## src/rtl/mult_div_unit_pkg.sv

```systemverilog
// Shared encodings for the multi-cycle multiply/divide unit.
package mult_div_unit_pkg;

  localparam int WIDTH_DEFAULT = 32;

  typedef enum logic [1:0] {
    OP_MULTU = 2'b00,
    OP_DIVU  = 2'b01,
    OP_MTHI  = 2'b10,
    OP_MTLO  = 2'b11
  } op_e;

  typedef enum logic [1:0] {
    S_IDLE = 2'b00,
    S_MUL  = 2'b01,
    S_DIV  = 2'b10,
    S_DONE = 2'b11
  } state_e;

endpackage

```

## src/rtl/md_addsub.sv

```systemverilog
// Shared add/subtract used by the multiply add step and the divide trial subtract.
module md_addsub #(
  parameter int W = 33
) (
  input  logic [W-1:0] a_i,
  input  logic [W-1:0] b_i,
  input  logic         sub_i,
  output logic [W-1:0] sum_o,
  output logic         cout_o
);

  logic [W-1:0] bOp;
  logic [W:0]   full;

  // Subtraction is a + ~b + 1; carry-out of 1 then means a >= b.
  always_comb begin
    bOp  = sub_i ? ~b_i : b_i;
    full = {1'b0, a_i} + {1'b0, bOp} + {{W{1'b0}}, sub_i};
  end

  assign sum_o  = full[W-1:0];
  assign cout_o = full[W];

endmodule

```

## src/rtl/mult_div_unit.sv

```systemverilog
// Iterative unsigned MULTU/DIVU unit owning the HI/LO registers (also serves MTHI/MTLO).
module mult_div_unit
  import mult_div_unit_pkg::*;
#(
  parameter int WIDTH = WIDTH_DEFAULT,
  parameter int CNT_W = 6
) (
  input  logic             clk,
  input  logic             rst_n,
  input  logic             Start,
  input  logic [1:0]       Op,
  input  logic [WIDTH-1:0] DataA,
  input  logic [WIDTH-1:0] DataB,
  output logic             Busy,
  output logic             Done,
  output logic [WIDTH-1:0] Hi,
  output logic [WIDTH-1:0] Lo
);

  state_e             state_q, state_d;
  logic [CNT_W-1:0]   cnt_q, cnt_d;
  logic [2*WIDTH:0]   p_q, p_d;
  logic [WIDTH-1:0]   m_q, m_d;
  logic [WIDTH:0]     r_q, r_d;
  logic [WIDTH-1:0]   q_q, q_d;
  logic [WIDTH-1:0]   dv_q, dv_d;
  logic [WIDTH-1:0]   hi_q, hi_d;
  logic [WIDTH-1:0]   lo_q, lo_d;

  logic [WIDTH:0]     addA, addB, addSum;
  logic               addSub, addCout;
  logic [WIDTH:0]     rShift, rStep;
  logic [WIDTH-1:0]   qStep;
  logic [2*WIDTH:0]   pStep;

  // The adder serves the multiply accumulate in MUL and the trial subtract in DIV.
  always_comb begin
    rShift = {r_q[WIDTH-1:0], q_q[WIDTH-1]};
    addSub = (state_q == S_DIV);
    addA   = addSub ? rShift : {1'b0, p_q[2*WIDTH-1:WIDTH]};
    addB   = addSub ? {1'b0, dv_q} : {1'b0, m_q};
  end

  md_addsub #(.W(WIDTH + 1)) u_addsub (
    .a_i    (addA),
    .b_i    (addB),
    .sub_i  (addSub),
    .sum_o  (addSum),
    .cout_o (addCout)
  );

  always_comb begin
    pStep = p_q[0] ? ({addSum, p_q[WIDTH-1:0]} >> 1) : (p_q >> 1);
    rStep = addCout ? addSum : rShift;
    qStep = {q_q[WIDTH-2:0], addCout};
  end

  always_comb begin
    state_d = state_q;
    cnt_d   = cnt_q;
    p_d     = p_q;
    m_d     = m_q;
    r_d     = r_q;
    q_d     = q_q;
    dv_d    = dv_q;
    hi_d    = hi_q;
    lo_d    = lo_q;
    case (state_q)
      S_IDLE, S_DONE: begin
        state_d = S_IDLE;
        if (Start) begin
          case (op_e'(Op))
            OP_MULTU: begin
              p_d     = {1'b0, {WIDTH{1'b0}}, DataB};
              m_d     = DataA;
              cnt_d   = '0;
              state_d = S_MUL;
            end
            OP_DIVU: begin
              r_d     = '0;
              q_d     = DataA;
              dv_d    = DataB;
              cnt_d   = '0;
              state_d = S_DIV;
            end
            OP_MTHI: hi_d = DataA;
            OP_MTLO: lo_d = DataA;
            default: state_d = S_IDLE;
          endcase
        end
      end
      S_MUL: begin
        p_d = pStep;
        if (cnt_q == CNT_W'(WIDTH - 1)) begin
          hi_d    = pStep[2*WIDTH-1:WIDTH];
          lo_d    = pStep[WIDTH-1:0];
          state_d = S_DONE;
        end else begin
          cnt_d = cnt_q + CNT_W'(1);
        end
      end
      S_DIV: begin
        r_d = rStep;
        q_d = qStep;
        if (cnt_q == CNT_W'(WIDTH - 1)) begin
          hi_d    = rStep[WIDTH-1:0];
          lo_d    = qStep;
          state_d = S_DONE;
        end else begin
          cnt_d = cnt_q + CNT_W'(1);
        end
      end
      default: state_d = S_IDLE;
    endcase
  end

  always_ff @(posedge clk or negedge rst_n) begin
    if (!rst_n) begin
      state_q <= S_IDLE;
      cnt_q   <= '0;
      p_q     <= '0;
      m_q     <= '0;
      r_q     <= '0;
      q_q     <= '0;
      dv_q    <= '0;
      hi_q    <= '0;
      lo_q    <= '0;
    end else begin
      state_q <= state_d;
      cnt_q   <= cnt_d;
      p_q     <= p_d;
      m_q     <= m_d;
      r_q     <= r_d;
      q_q     <= q_d;
      dv_q    <= dv_d;
      hi_q    <= hi_d;
      lo_q    <= lo_d;
    end
  end

  assign Busy = (state_q == S_MUL) || (state_q == S_DIV);
  assign Done = (state_q == S_DONE);
  assign Hi   = hi_q;
  assign Lo   = lo_q;

endmodule

```

## config.mk

```make
export PLATFORM = sky130hd
export DESIGN_NAME = mult_div_unit
export DESIGN_NICKNAME = d
export VERILOG_FILES = /design/src/rtl/mult_div_unit_pkg.sv /design/src/rtl/md_addsub.sv /design/src/rtl/mult_div_unit.sv
export SDC_FILE = /design/constraint.sdc
export NUM_CORES = 1
export LEC_CHECK = 0
export CORE_UTILIZATION = 35
export DETAILED_ROUTE_END_ITERATION = 8
export PLACE_DENSITY_LB_ADDON = 0.15
export REMOVE_ABC_BUFFERS = 1
export SETUP_SLACK_MARGIN = 0.02
export SKIP_LAST_GASP = 1
export SLEW_MARGIN = 5
export SYNTH_ARGS = -nofsm -noshare
export SYNTH_HDL_FRONTEND = slang
export SYNTH_SLANG_ARGS = --single-unit
```

## constraint.sdc

```tcl
create_clock -name clk -period 10.2 [get_ports clk]
set_clock_uncertainty 0.05 [all_clocks]
set_input_delay 1.02 -clock clk [delete_from_list [all_inputs] [get_ports clk]]
set_output_delay 1.02 -clock clk [all_outputs]
set_load 0.05 [all_outputs]
```

Yosys cells after proc, flatten, opt, wreduce, memory -nomap -nowiden --
Index checks and enable logic that the tools add are counted.
Operators by class: add/subtract/negate cells 3, eq/ne operators 17, multiplexer cells 32, bitwise operators 1, reductions and logical operators 15
Operators with widths (count):
- $mux 32 | 14
- $pmux 32 s3 | 2
- $mux 65 | 2
- $pmux 65 s2 | 1
- $pmux 32 s2 | 2
- $mux 33 | 2
- $mux 64 | 1
- $add 33x33->34 | 1
- $add 34x1->34 | 1
- $not 32->33 | 1
- $mux 6 | 3
- $reduce_and 3->1 | 5
- $pmux 6 s2 | 1
- $ne 2x1->1 const B | 5
- $ne 2x2->1 const B | 5
- $eq 2x2->1 const B | 4
- $pmux 2 s2 | 2
- $reduce_and 4->1 | 2
- $add 6x1->6 const B | 1
- $eq 6x5->1 const B | 1
- $reduce_or 2->1 | 3
- $eq 2x1->1 const B | 2
- $logic_not 2->1 | 2
- $mux 2 | 2
- other kinds (2) | 3
Word-level totals: flip-flop bits (word level) 265, input bits 69, output and inout port bits 66, logic and storage cells 77

Depth between registers and ports, before layout --
depth in word-level cells 9, gate-level depth with buffers 20, mapped depth without buffers 15

Cells and area by module --
From an unflattened synthesis, not the netlist that was laid out.
Unflattened totals: cells, all modules 1515, area, all modules 15690.0 um2
By module, submodules not included:
- mult_div_unit | times used 1, cells each 1213, area each 13545.5 um2, sequential area each 6606.3 um2
- md_addsub | times used 1, cells each 302, area each 2144.6 um2, sequential area each 0.0 um2

Worst setup path after synthesis --
OpenSTA, ideal clock, no wires.
kind reg2reg, from register state_q[0], to register hi_q[30], in the netlist Hi[30], library setup time 0.124 ns, data arrival time 4.064 ns, required time 10.026 ns, slack 5.962 ns, stages on the path, launching flop included 18, path buffers 4, period minus slack after synthesis 4.238 ns, cells stage by stage dfrtp_1 > inv_1 > ha_1 > buf_4 > clkbuf_1 > clkbuf_1 > clkbuf_1 > a21oi_1 > fa_1 > a211oi_1 > o211ai_1 > a221oi_2 > o21bai_2 > a21o_1 > a31oi_2 > xor2_1 > o211ai_1 > o31a_1
On the way: cells in the longest elaborated chain, start to end 9, elaborated cells between the ends (all ways) 21, classes of those cells add/sub: 2; eq/ne: 7; mux: 8; bitwise: 1; reduce/logical: 3
RTL lines:
- start, declared | line mult_div_unit.sv:20 | state_e state_q, state_d;
- start signal, assigned | line mult_div_unit.sv:129 | state_q <= state_d;
- $eq 2x2->1 | line mult_div_unit.sv:39, mult_div_unit.sv:68
- $mux 32 | line mult_div_unit.sv:41 | addB = addSub ? {1'b0, dv_q} : {1'b0, m_q};
- $not 32->33 | line md_addsub.sv:17 | bOp = sub_i ? ~b_i : b_i;
- $mux 33 | line md_addsub.sv:17
- $add 33x33->34 | line md_addsub.sv:18 | full = {1'b0, a_i} + {1'b0, bOp} + {{W{1'b0}}, sub_i};
- $add 34x1->34 | line md_addsub.sv:18
- $mux 32 or $mux 64 (tied branches) | line mult_div_unit.sv:54, mult_div_unit.sv:53
- $mux 32, on equally long branches | line mult_div_unit.sv:105, mult_div_unit.sv:94
- $pmux 32 s3 | line mult_div_unit.sv:68 | case (state_q)
- end signal, assigned | line mult_div_unit.sv:136 | hi_q <= hi_d;
- end, declared | line mult_div_unit.sv:27 | logic [WIDTH-1:0] hi_q, hi_d;
Several ways; a longest one is shown, not always the timed one. The select of a mux whose other input is x is not followed. A chain may end at the register's enable or synchronous reset.

Worst setup path after layout --
from register state_q[0], to register r_q[28]
On the way: cells in the longest elaborated chain, start to end 8, elaborated cells between the ends (all ways) 16, classes of those cells add/sub: 2; eq/ne: 4; mux: 5; bitwise: 1; reduce/logical: 4
RTL lines:
- $eq 2x2->1 | line mult_div_unit.sv:39, mult_div_unit.sv:68
- $mux 32 | line mult_div_unit.sv:41
- $not 32->33 | line md_addsub.sv:17
- $mux 33 | line md_addsub.sv:17
- $add 33x33->34 | line md_addsub.sv:18
- $add 34x1->34 | line md_addsub.sv:18
- $mux 32 | line mult_div_unit.sv:54 | rStep = addCout ? addSum : rShift;
- $pmux 32 s2 | line mult_div_unit.sv:68
- end signal, assigned | line mult_div_unit.sv:133 | r_q <= r_d;
- end, declared | line mult_div_unit.sv:24 | logic [WIDTH:0] r_q, r_d;
Several ways; a longest one is shown, not always the timed one.

==> summary.md <==
| Metric | Value |
|---|---|
| Synth cell count leaders | `nand2_1, dfrtp_1, o21ai_0` |
| Post-Syn Area | `14600 sq um` |
| DRC | `17` |
| Hold Fails Final Rpt | `0` |
| Reg2reg start | `state_q[0]` |
| Chip width | `206 um` |
| Critical path depth in cells | `16` |
| FF+latch count, synth | `264` |
| Die Y | `206 um` |
| Hold path cells | `2` |
| Wirelength, routed | `42900 um` |
| Placed cell count | `2111` |
| Worst-path clk slew | `0.06 ns` |
| Slowest stage delay, CP | `0.86 ns` |
| Hold EP | `Lo[6]` |
| Top-count cell post-synth | `nand2_1` |
| H-tree levels | `1` |
| Warnings from Yosys | `0` |
| Lkg Pwr | `7.33 nW` |
| Area growth syn-to-layout | `19.6%` |
| Fillcell total | `3990` |
| Grt ovf | `0` |
| Worst slew pin tran | `1.13 ns` |
| Worst hold-check path type | `flip-flop to flip-flop` |
| Die footprint | `42500 sq um` |
| Setup crit end kind | `flip-flop` |
| Diodes inserted | `0` |
| # IOs | `135` |
| Final period util | `57.6%` |
| Post-CTS setup buffers | `0` |
| Row cnt | `74` |
| Largest net degree at the start of global routing | `126` |
| CTS tree | `built` |
| Status | `finished with violations` |
| Crit path launch type | `flip-flop` |
| Clk_lat worst skew | `0.57 ns` |
| Pins Over Slew Limit | `0` |
| CTS Buffer Depth | `3` |
| Critical path arrival | `6.25 ns` |
| Final #Nets | `1718` |
| DR vias/cell | `5.41` |
| Register area share after synthesis | `45.2%` |
| Initial core utilization | `35.6%` |
| # hold bufs at CTS | `0` |
| Final setup vio count | `0` |
| Initial antenna violation count | `0` |
| Finished Layout Cells | `2168` |
| CP Buf/Inv Count | `3` |
| Number of global-route vias before repair | `12000` |
| Unrepaired setup endpoints after global routing | `no` |
| Core area | `41000 sq um` |
| Most used DFF post-synth | `dfrtp_1` |
| CTS Buf Count | `31` |
| Share of the synthesized area in the top cell type | `45.2%` |
| Syn Inst Count | `1531` |
| Global-route wire length before repair | `68500 um` |
| CP required | `10.57 ns` |
| Post-CTS resize count | `0` |
| Violated checks | `DRC` |
| GP Congestion | `0.872` |
| EDFF count, synth | `0` |
| First-iteration detailed-routing DRC count | `699` |
| Post-synth top area cell | `dfrtp_1` |
| PD cells | `250 nW/um^2` |
| Critical-path maximum fanout | `83` |
| Async S/R FF share, synth | `100%` |
| Worst VDD drop | `0.129 mV` |
| Drt pass-1 iters | `6` |
| Vias | `11700` |
| HP Start | `Lo[6]` |
| Setup TNS | `0 ns` |
| Area contributors post-synth | `dfrtp_1, mux2_2, nand2_1` |
| R2R Setup Slk | `4.32 ns` |
| Dpl hpwl | `28300 um` |
| Post-synth cell types | `79` |
| Fmax | `170 MHz` |
| GRT Overall Usage | `20.5%` |
| CP delay by family, top | `compound AO/OA/AOI/OAI gates` |
| Crit path time final | `5.88 ns` |
| Post-Syn Area per Cell | `9.54 sq um` |
| Slew headroom | `24.6%` |
| CTS Sinks | `264` |
| Max cap viols | `0` |
| Routed length per instance | `19.8 um` |
| Routed Antenna Nets | `0` |
| Layout cells sized above 1 | `14.2%` |
| R2r endpoint | `r_q[28]` |
| Crit path kind | `flip-flop to flip-flop` |
| R2R cell count | `16` |
| IO Port Bufs | `134` |
| CP max stage cell | `buf_4` |
| Critical path startpoint | `state_q[0]` |
| Root Buffer Master | `clkbuf_16` |
| Worst path cell trace | `inv_1, ha_4, buf_4, mux2i_1, a211oi_2, inv_1, fa_1, a211oi_1, o211ai_1, a221oi_2, o21ai_2, a21boi_0, o21ai_0, xor2_1, a21oi_1, o21ai_0` |
-- power breakdown --
part           total (mW)  switching (mW)  internal, mW  leakage [nW]
combinational        1.64            1.06         0.583          3.45
sequential           1.56           0.215          1.34          3.34
clock                1.16           0.456         0.704         0.536
total                4.36            1.73          2.63          7.33
-- metrics by stage --
stage	cell area, sq um	total power [mW]	hold slack, ns	worst slack, ns	utilization (%)
after floorplan	14200	2.62	0.400	2.81	-
after global placement	16400	3.21	0.412	4.49	39.9
after detailed placement	16400	3.23	0.416	4.33	39.9
after CTS	17500	4.41	0.430	4.28	42.6
after global routing	17500	4.61	0.446	3.82	42.6
final	17500	4.36	0.424	4.32	42.6
-- logic make-up after synthesis --
kind of cell	after synthesis	synth area share (%)
flip-flops	264	45.2
AND/OR/NAND/NOR	435	12.5
XOR/XNOR	30	1.80
adder cells (fa/ha/maj)	37	3.22
buffers and inverters	126	3.55
AO/OA/AOI/OAI	445	19.3
multiplexers	194	14.4
-- worst reg2reg max path, delay by kind of cell (launching register included) --
kind	cells	cell delay, ns
buffers and inverters	3	1.15
flip-flops	1	0.43
XOR/XNOR	1	0.20
AO/OA/AOI/OAI	9	2.59
adder cells (fa/ha/maj)	2	1.07
multiplexers	1	0.24
-- worst max path at each step --
stage,to,slack (ns)
6_report,r_q[28],4.32
5_1_grt,Hi[28],3.82
4_1_cts,r_q[28],4.28
3_5_place_dp,r_q[28],4.33
3_3_place_gp,r_q[28],4.49
2_1_floorplan,p_q[35],2.81
-- registers in the layout, indices dropped and copies added, names as in the netlist --
signal and count:
Hi 32, state_q 2, p_q 64, cnt_q 6
q_q 32, Lo 32, r_q 32, dv_q 32
m_q 32
-- placed cells by master (no fill, tap or decap), types with 30 or more instances in the layout --
cell             count
mux2_2             124
clkdlybuf4s50_1    133
a21oi_1             74
clkbuf_16           31
ha_1                33
a31oi_1             34
a221oi_1            30
o31ai_1             40
nor2_1              99
o21ai_0            171
mux2i_1             69
nand2_1            268
dfrtp_1            264
-- routing by layer --
metal | routed length, um | track usage, % | up-vias
met5 | 0 | 0 | -
met4 | 712 | 3.91 | 0
met3 | 1510 | 2.68 | 54
met2 | 20500 | 34.4 | 223
met1 | 20200 | 28.3 | 5789
li1 | - | - | 5666
-- layout make-up --
class / count / area, sq um / share of cell area, %
clock buffers: 44 / 925 / 5.30
clock inverters: 13 / 154 / 0.881
inverters: 21 / 78.8 / 0.451
multi-input cells: 1141 / 7540 / 43.2
flip-flops and latches: 264 / 6610 / 37.8
well taps: 532 / 666 / 3.81
repair buffers: 153 / 1490 / 8.53
Power figures use the tool's default switching activity.
